===== src/rtl/riscv_pkg.sv =====
// Shared RV32I encodings: opcodes, ALU control codes, result/immediate selects.
// The execute stage decodes ALUControl and ResultSrc with these same values.
package riscv_pkg;

   localparam logic [6:0] OP_R      = 7'b0110011;
   localparam logic [6:0] OP_I      = 7'b0010011;
   localparam logic [6:0] OP_LOAD   = 7'b0000011;
   localparam logic [6:0] OP_STORE  = 7'b0100011;
   localparam logic [6:0] OP_BRANCH = 7'b1100011;
   localparam logic [6:0] OP_JAL    = 7'b1101111;

   typedef enum logic [2:0] {
      ALU_ADD = 3'b000,
      ALU_SUB = 3'b001,
      ALU_AND = 3'b010,
      ALU_OR  = 3'b011,
      ALU_SLT = 3'b101
   } alu_ctrl_t;

   typedef enum logic [1:0] {
      RES_ALU = 2'b00,
      RES_MEM = 2'b01,
      RES_PC4 = 2'b10
   } result_src_t;

   typedef enum logic [2:0] {
      IMM_NONE = 3'b000,
      IMM_I    = 3'b001,
      IMM_S    = 3'b010,
      IMM_B    = 3'b011,
      IMM_J    = 3'b100
   } imm_src_t;

   typedef enum logic [1:0] {
      ALUOP_ADD   = 2'b00,
      ALUOP_SUB   = 2'b01,
      ALUOP_FUNCT = 2'b10
   } alu_op_t;

   typedef struct packed {
      logic        reg_write;
      logic        mem_write;
      logic        branch;
      logic        jump;
      logic        alu_src;
      result_src_t result_src;
      imm_src_t    imm_src;
      alu_op_t     alu_op;
   } ctrl_t;

   // sub exists only for R-type; I-type funct3=000 is always addi
   function automatic alu_ctrl_t alu_decode(input logic [2:0] funct3,
                                            input logic       funct7b5,
                                            input logic       is_r);
      alu_ctrl_t res;
      case (funct3)
         3'b000:  res = (is_r && funct7b5) ? ALU_SUB : ALU_ADD;
         3'b010:  res = ALU_SLT;
         3'b110:  res = ALU_OR;
         3'b111:  res = ALU_AND;
         default: res = ALU_ADD;
      endcase
      return res;
   endfunction

endpackage


===== src/rtl/register_file.sv =====
// 32x32 register file: two async read ports with writeback bypass,
// one synchronous write port, synchronous active-low clear of every entry.
module register_file (
   input  logic        clk,
   input  logic        rst,
   input  logic [4:0]  a1,
   input  logic [4:0]  a2,
   output logic [31:0] rd1,
   output logic [31:0] rd2,
   input  logic        we,
   input  logic [4:0]  wa,
   input  logic [31:0] wd
);

   logic [31:0] mem [32];

   always_ff @(posedge clk) begin
      if (!rst) begin
         for (int i = 0; i < 32; i++) begin
            mem[i] <= '0;
         end
      end else if (we && (wa != 5'd0)) begin
         mem[wa] <= wd;
      end
   end

   // Bypass lets decode see the value writeback commits at this same edge
   always_comb begin
      rd1 = '0;
      if (a1 != 5'd0) begin
         if (we && (wa == a1)) rd1 = wd;
         else                  rd1 = mem[a1];
      end
   end

   always_comb begin
      rd2 = '0;
      if (a2 != 5'd0) begin
         if (we && (wa == a2)) rd2 = wd;
         else                  rd2 = mem[a2];
      end
   end

endmodule


===== src/rtl/decode_cycle.sv =====
// RV32I decode stage: control decode, immediate extend, register file read
// and the ID/EX pipeline register with flush-to-bubble.
module decode_cycle
   import riscv_pkg::*;
(
   input  logic        clk,
   input  logic        rst,
   input  logic [31:0] InstrD,
   input  logic [31:0] PCD,
   input  logic [31:0] PCPlus4D,
   input  logic        FlushE,
   input  logic        RegWriteW,
   input  logic [4:0]  RdW,
   input  logic [31:0] ResultW,
   output logic        RegWriteE,
   output logic        MemWriteE,
   output logic        BranchE,
   output logic        JumpE,
   output logic        ALUSrcE,
   output logic [1:0]  ResultSrcE,
   output logic [2:0]  ALUControlE,
   output logic [31:0] RD1E,
   output logic [31:0] RD2E,
   output logic [31:0] ImmExtE,
   output logic [4:0]  Rs1E,
   output logic [4:0]  Rs2E,
   output logic [4:0]  RdE,
   output logic [31:0] PCE,
   output logic [31:0] PCPlus4E
);

   logic [6:0]  opcode;
   logic [2:0]  funct3;
   logic        funct7b5;
   logic [4:0]  rs1;
   logic [4:0]  rs2;
   logic [4:0]  rd;
   ctrl_t       ctrl;
   alu_ctrl_t   alu_ctrl;
   logic [31:0] imm_ext;
   logic [31:0] rd1;
   logic [31:0] rd2;

   assign opcode   = InstrD[6:0];
   assign rd       = InstrD[11:7];
   assign funct3   = InstrD[14:12];
   assign rs1      = InstrD[19:15];
   assign rs2      = InstrD[24:20];
   assign funct7b5 = InstrD[30];

   // Unknown opcodes leave ctrl all-zero, which is exactly a bubble
   always_comb begin
      ctrl = '0;
      case (opcode)
         OP_R: begin
            ctrl.reg_write = 1'b1;
            ctrl.alu_op    = ALUOP_FUNCT;
         end
         OP_I: begin
            ctrl.reg_write = 1'b1;
            ctrl.alu_src   = 1'b1;
            ctrl.imm_src   = IMM_I;
            ctrl.alu_op    = ALUOP_FUNCT;
         end
         OP_LOAD: begin
            ctrl.reg_write  = 1'b1;
            ctrl.alu_src    = 1'b1;
            ctrl.result_src = RES_MEM;
            ctrl.imm_src    = IMM_I;
         end
         OP_STORE: begin
            ctrl.mem_write = 1'b1;
            ctrl.alu_src   = 1'b1;
            ctrl.imm_src   = IMM_S;
         end
         OP_BRANCH: begin
            ctrl.branch  = 1'b1;
            ctrl.imm_src = IMM_B;
            ctrl.alu_op  = ALUOP_SUB;
         end
         OP_JAL: begin
            ctrl.reg_write  = 1'b1;
            ctrl.jump       = 1'b1;
            ctrl.result_src = RES_PC4;
            ctrl.imm_src    = IMM_J;
         end
         default: ctrl = '0;
      endcase
   end

   always_comb begin
      alu_ctrl = ALU_ADD;
      case (ctrl.alu_op)
         ALUOP_SUB:   alu_ctrl = ALU_SUB;
         ALUOP_FUNCT: alu_ctrl = alu_decode(funct3, funct7b5, opcode == OP_R);
         default:     alu_ctrl = ALU_ADD;
      endcase
   end

   always_comb begin
      imm_ext = '0;
      case (ctrl.imm_src)
         IMM_I:   imm_ext = {{20{InstrD[31]}}, InstrD[31:20]};
         IMM_S:   imm_ext = {{20{InstrD[31]}}, InstrD[31:25], InstrD[11:7]};
         IMM_B:   imm_ext = {{20{InstrD[31]}}, InstrD[7], InstrD[30:25],
                             InstrD[11:8], 1'b0};
         IMM_J:   imm_ext = {{12{InstrD[31]}}, InstrD[19:12], InstrD[20],
                             InstrD[30:21], 1'b0};
         default: imm_ext = '0;
      endcase
   end

   register_file u_register_file (
      .clk (clk),
      .rst (rst),
      .a1  (rs1),
      .a2  (rs2),
      .rd1 (rd1),
      .rd2 (rd2),
      .we  (RegWriteW),
      .wa  (RdW),
      .wd  (ResultW)
   );

   always_ff @(posedge clk) begin
      if (!rst || FlushE) begin
         RegWriteE   <= 1'b0;
         MemWriteE   <= 1'b0;
         BranchE     <= 1'b0;
         JumpE       <= 1'b0;
         ALUSrcE     <= 1'b0;
         ResultSrcE  <= '0;
         ALUControlE <= '0;
         RD1E        <= '0;
         RD2E        <= '0;
         ImmExtE     <= '0;
         Rs1E        <= '0;
         Rs2E        <= '0;
         RdE         <= '0;
         PCE         <= '0;
         PCPlus4E    <= '0;
      end else begin
         RegWriteE   <= ctrl.reg_write;
         MemWriteE   <= ctrl.mem_write;
         BranchE     <= ctrl.branch;
         JumpE       <= ctrl.jump;
         ALUSrcE     <= ctrl.alu_src;
         ResultSrcE  <= ctrl.result_src;
         ALUControlE <= alu_ctrl;
         RD1E        <= rd1;
         RD2E        <= rd2;
         ImmExtE     <= imm_ext;
         Rs1E        <= rs1;
         Rs2E        <= rs2;
         RdE         <= rd;
         PCE         <= PCD;
         PCPlus4E    <= PCPlus4D;
      end
   end

endmodule

===== config.mk =====
export PLATFORM = sky130hd
export DESIGN_NAME = decode_cycle
export DESIGN_NICKNAME = d
export VERILOG_FILES = /design/src/rtl/riscv_pkg.sv /design/src/rtl/register_file.sv /design/src/rtl/decode_cycle.sv
export SDC_FILE = /design/constraint.sdc
export NUM_CORES = 2
export LEC_CHECK = 0
export ABC_AREA = 0
export BUFFER_PORTS_ARGS = -buffer_cell sky130_fd_sc_hd__buf_2
export CORE_MARGIN = 5
export CORE_UTILIZATION = 40
export CTS_BUF_LIST = sky130_fd_sc_hd__clkbuf_16
export CTS_CLUSTER_DIAMETER = 80
export CTS_CLUSTER_SIZE = 10
export DETAILED_ROUTE_END_ITERATION = 8
export PLACE_DENSITY = 0.54
export SLEW_MARGIN = 20
export SYNTH_ARGS = -nofsm -noshare
export SYNTH_HDL_FRONTEND = slang
export SYNTH_HIERARCHICAL = 1
export SYNTH_SLANG_ARGS = --single-unit

===== constraint.sdc =====
create_clock -name clk -period 5.9 [get_ports clk]
set_input_delay 0.885 -clock clk [delete_from_list [all_inputs] [get_ports clk]]
set_output_delay 0.885 -clock clk [all_outputs]
set_load 0.1 [all_outputs]

==> results.md <==
* Prevailing post-synth register cell: edfxtp_1
* Crit-path max cell delay at 0.95 ns
* Crit path launch type: input port
* Layout net count at 4594
* Total power at 20.5 mW
* Worst path cell trace: buf_2 > buf_4 > or3_1 > o22ai_1 > a2111oi_0 > nor3_1 > nor2_1 > and2_1
* FF+latch count, synth at 1198
* Syn-to-layout area delta at 14.1%
* Sequential fraction of the synthesis area at 56.9%
* Setup-failing EPs final at 0
* WL/cell at 36.5 um
* Die span in y at 398 um
* Ys Warns at 6
* Routed WL at 240000 um
* Maxcap violations at 0
* Max frequency at 0.290 GHz
* Worst path slowest cell: or3_1
* First-pass GRT wire length at 329000 um
* Post-synthesis cell count at 4257
* Io pins at 322
* Initial antenna violation count at 44
* Worst skew pair latency at 0.79 ns
* Max Slew Vio Count at 0
* Vias per cell at 6.24
* Detailed-route DRC error count at 0
* Finished Cell Area at 0.0686 sq mm
* Vias in the first global route at 40300
* Final antenna-violating net count at 0
* Post-CTS Setup Bufs at 0
* Core area at 0.150 sq mm
* IO Port Bufs at 321
* CTS H-Tree Depth at 4
* Max IR drop VDD at 278 uV
* Setup tns final at 0 ns
* CTS max path bufs at 3
* Setup CP Type: input port to flop
* Die X at 398 um
* Leading cell type in the layout, fill and taps excluded: and2_1
* Mapped Area at 0.0601 sq mm
* Critical path data arrival time at 4.18 ns
* GPL Wtd Cong at 0.875
* Total gr overflow at 0
* TritonRoute pass-1 iters at 5
* CP Data Required Time at 6.63 ns
* Slew @ Worst Pin at 1.25 ns
* Hold Fails Final Rpt at 0
* DRT iter0 DRCs at 5262
* CTS Buf Count at 139
* Final min period at 3.44 ns
* RSZ-0062 raised after global routing: no
* Placed cell areas at 0.0646 sq mm
* Rows at 142
* Power per Cell Area at 299 mW/mm^2
* Initial Utilization at 40.2%
* GRT Util Overall at 29.8%
* Clock Skew at 0.0305 ns
* Share of layout cells above drive strength 1 at 26.0%
* Die Area at 0.158 sq mm
* Rel. slew slack at 16.6%
* Most frequent cells in the layout: 1144 x and2_1, 1024 x edfxtp_1, 380 x mux4_2
* TritonCTS clock tree: done
* Synth cell types at 62
* Syn_area_per_cell at 14.1 sq um
* FILL cells at 13300
* Root buf cell: clkbuf_16
* Ys async rst share at 0%
* Vias after detailed routing at 41100
* Clk pin slew, worst setup/hold paths at 0.06 ns
* CTS resizes at 0
* Hold WC Path Type: input port to flop
* Number of synthesized flops with an enable pin at 1024
* Final clock period utilization by the worst path at 58.4%
* Critical Path Sink Type: flop
* Run status: completed
* Critical Path Fanout Max at 18
* Pin count of the biggest net entering global routing at 81
* Clock Sinks at 1198
* Post-cts hold buffer count at 0
* DP HPWL at 148000 um
* Leakage at 25.0 nW
## worst paths after layout
| check | start | endpoint | slack, ns | cells past startpoint |
|---|---|---|---|---|
| setup / recovery | InstrD[24] | RD2E[1]$_SDFF_PP0_ | 2.46 | 8 |
| hold / removal | PCD[2] | PCE[2]$_SDFF_PP0_ | 0.31 | 2 |
| setup reg to reg | u_register_file/mem[17][11]$_SDFFCE_PN0P_ | RD2E[11]$_SDFF_PP0_ | 3.67 | 6 |
| hold reg to reg | u_register_file/mem[14][2]$_SDFFCE_PN0P_ | RD2E[2]$_SDFF_PP0_ | 0.87 | 5 |
## per-layer routing
metal / up-vias / track usage, % / wire length (um)
met1: 21200 / 40.0 / 94000
met5: - / 0 / 110
met2: 2884 / 45.9 / 108000
li1: 16500 / - / -
met3: 518 / 8.58 / 28600
met4: 18 / 11.7 / 10100
## power by group
group	internal (mW)	leakage [nW]	switching [mW]
logic	0.914	11.6	1.81
registers	9.64	11.2	0.245
clock network	4.32	2.25	3.59
## cell families after synthesis
family | after synthesis | synth area share, %
flops | 1198 | 56.9
buf+inv | 451 | 3.46
simple gates | 1408 | 14.0
fa+ha+maj | 2 | 0.0416
compound gates | 477 | 5.53
other cells | 1 | 0.00623
mux | 710 | 19.9
xor+xnor | 10 | 0.146
## flip-flops by register name, indices dropped and copies added (netlist names)
register	count
RegWriteE	1
RD2E	32
RdE	5
ImmExtE	21
ResultSrcE	2
ALUControlE	3
Rs1E	5
MemWriteE	1
u_register_file/mem	1024
PCPlus4E	32
RD1E	32
JumpE	1
ALUSrcE	1
BranchE	1
PCE	32
Rs2E	5
## cell type report
type                            instances  area, sq um  share of cell area (%)
Multi-Input combinational cell       2639        24600                    35.9
Clock inverter                         94          488                   0.711
Timing Repair Buffer                  470         3190                    4.65
Tap cell                             2016         2520                    3.67
Inverter                                7         26.3                  0.0383
Clock buffer                          141         3530                    5.14
Sequential cell                      1198        34200                    49.9
Antenna cell                           16         40.0                  0.0583
## cells in the mapped netlist, types with 4 or more instances
library cell  count  area (sq um)
a31oi_1          27           169
and2_1         1143          7150
nor2b_1           7          43.8
inv_1             7          26.3
nand2_1          73           274
nand3_1           5          25.0
a311oi_1          8          70.1
xnor2_1           9          78.8
nor3_1           27           135
buf_6            21           236
clkbuf_1        310          1160
buf_2            70           350
a22oi_1          85           638
mux2i_1         247          2470
a22o_1            4          35.0
nor4_1            9          56.3
nor2_1           87           327
a221o_1           5          50.1
o21ai_0          88           440
mux2_2           83           935
a211oi_1         33           248
mux4_2          380          8560
o22ai_1          79           494
or3_1             5          31.3
a32o_1           32           320
a2111oi_0        15           131
o221ai_1         39           342
buf_4            27           203
nand3b_1          6          45.0
nand2b_1          7          43.8
a21oi_1          42           210
or3b_2            4          35.0
a211o_1          10          87.6
edfxtp_1       1024         30700
dfxtp_1         174          3480
and3_1           17           106
buf_1            13          48.8
a221oi_1          4          35.0
## critical path, delay by kind of cell
family                 cells  cell delay, ns
AOI/OAI and AO/OA          2            1.00
buffers and inverters      2            0.89
and+or+nand+nor            4            1.35
## metrics by stage
step                util (%)  instances  hold WS (ns)  setup slack [ns]
floorplan                  -       4288         0.747              1.41
global placement        43.1       6324         0.834              1.84
detailed placement      43.2       6329         0.835              1.83
CTS                     45.8       6564         0.259              2.66
global route            45.9       6567         0.282              2.49
finish                  45.9       6581         0.308              2.46
(Power assumes the default switching activity.)
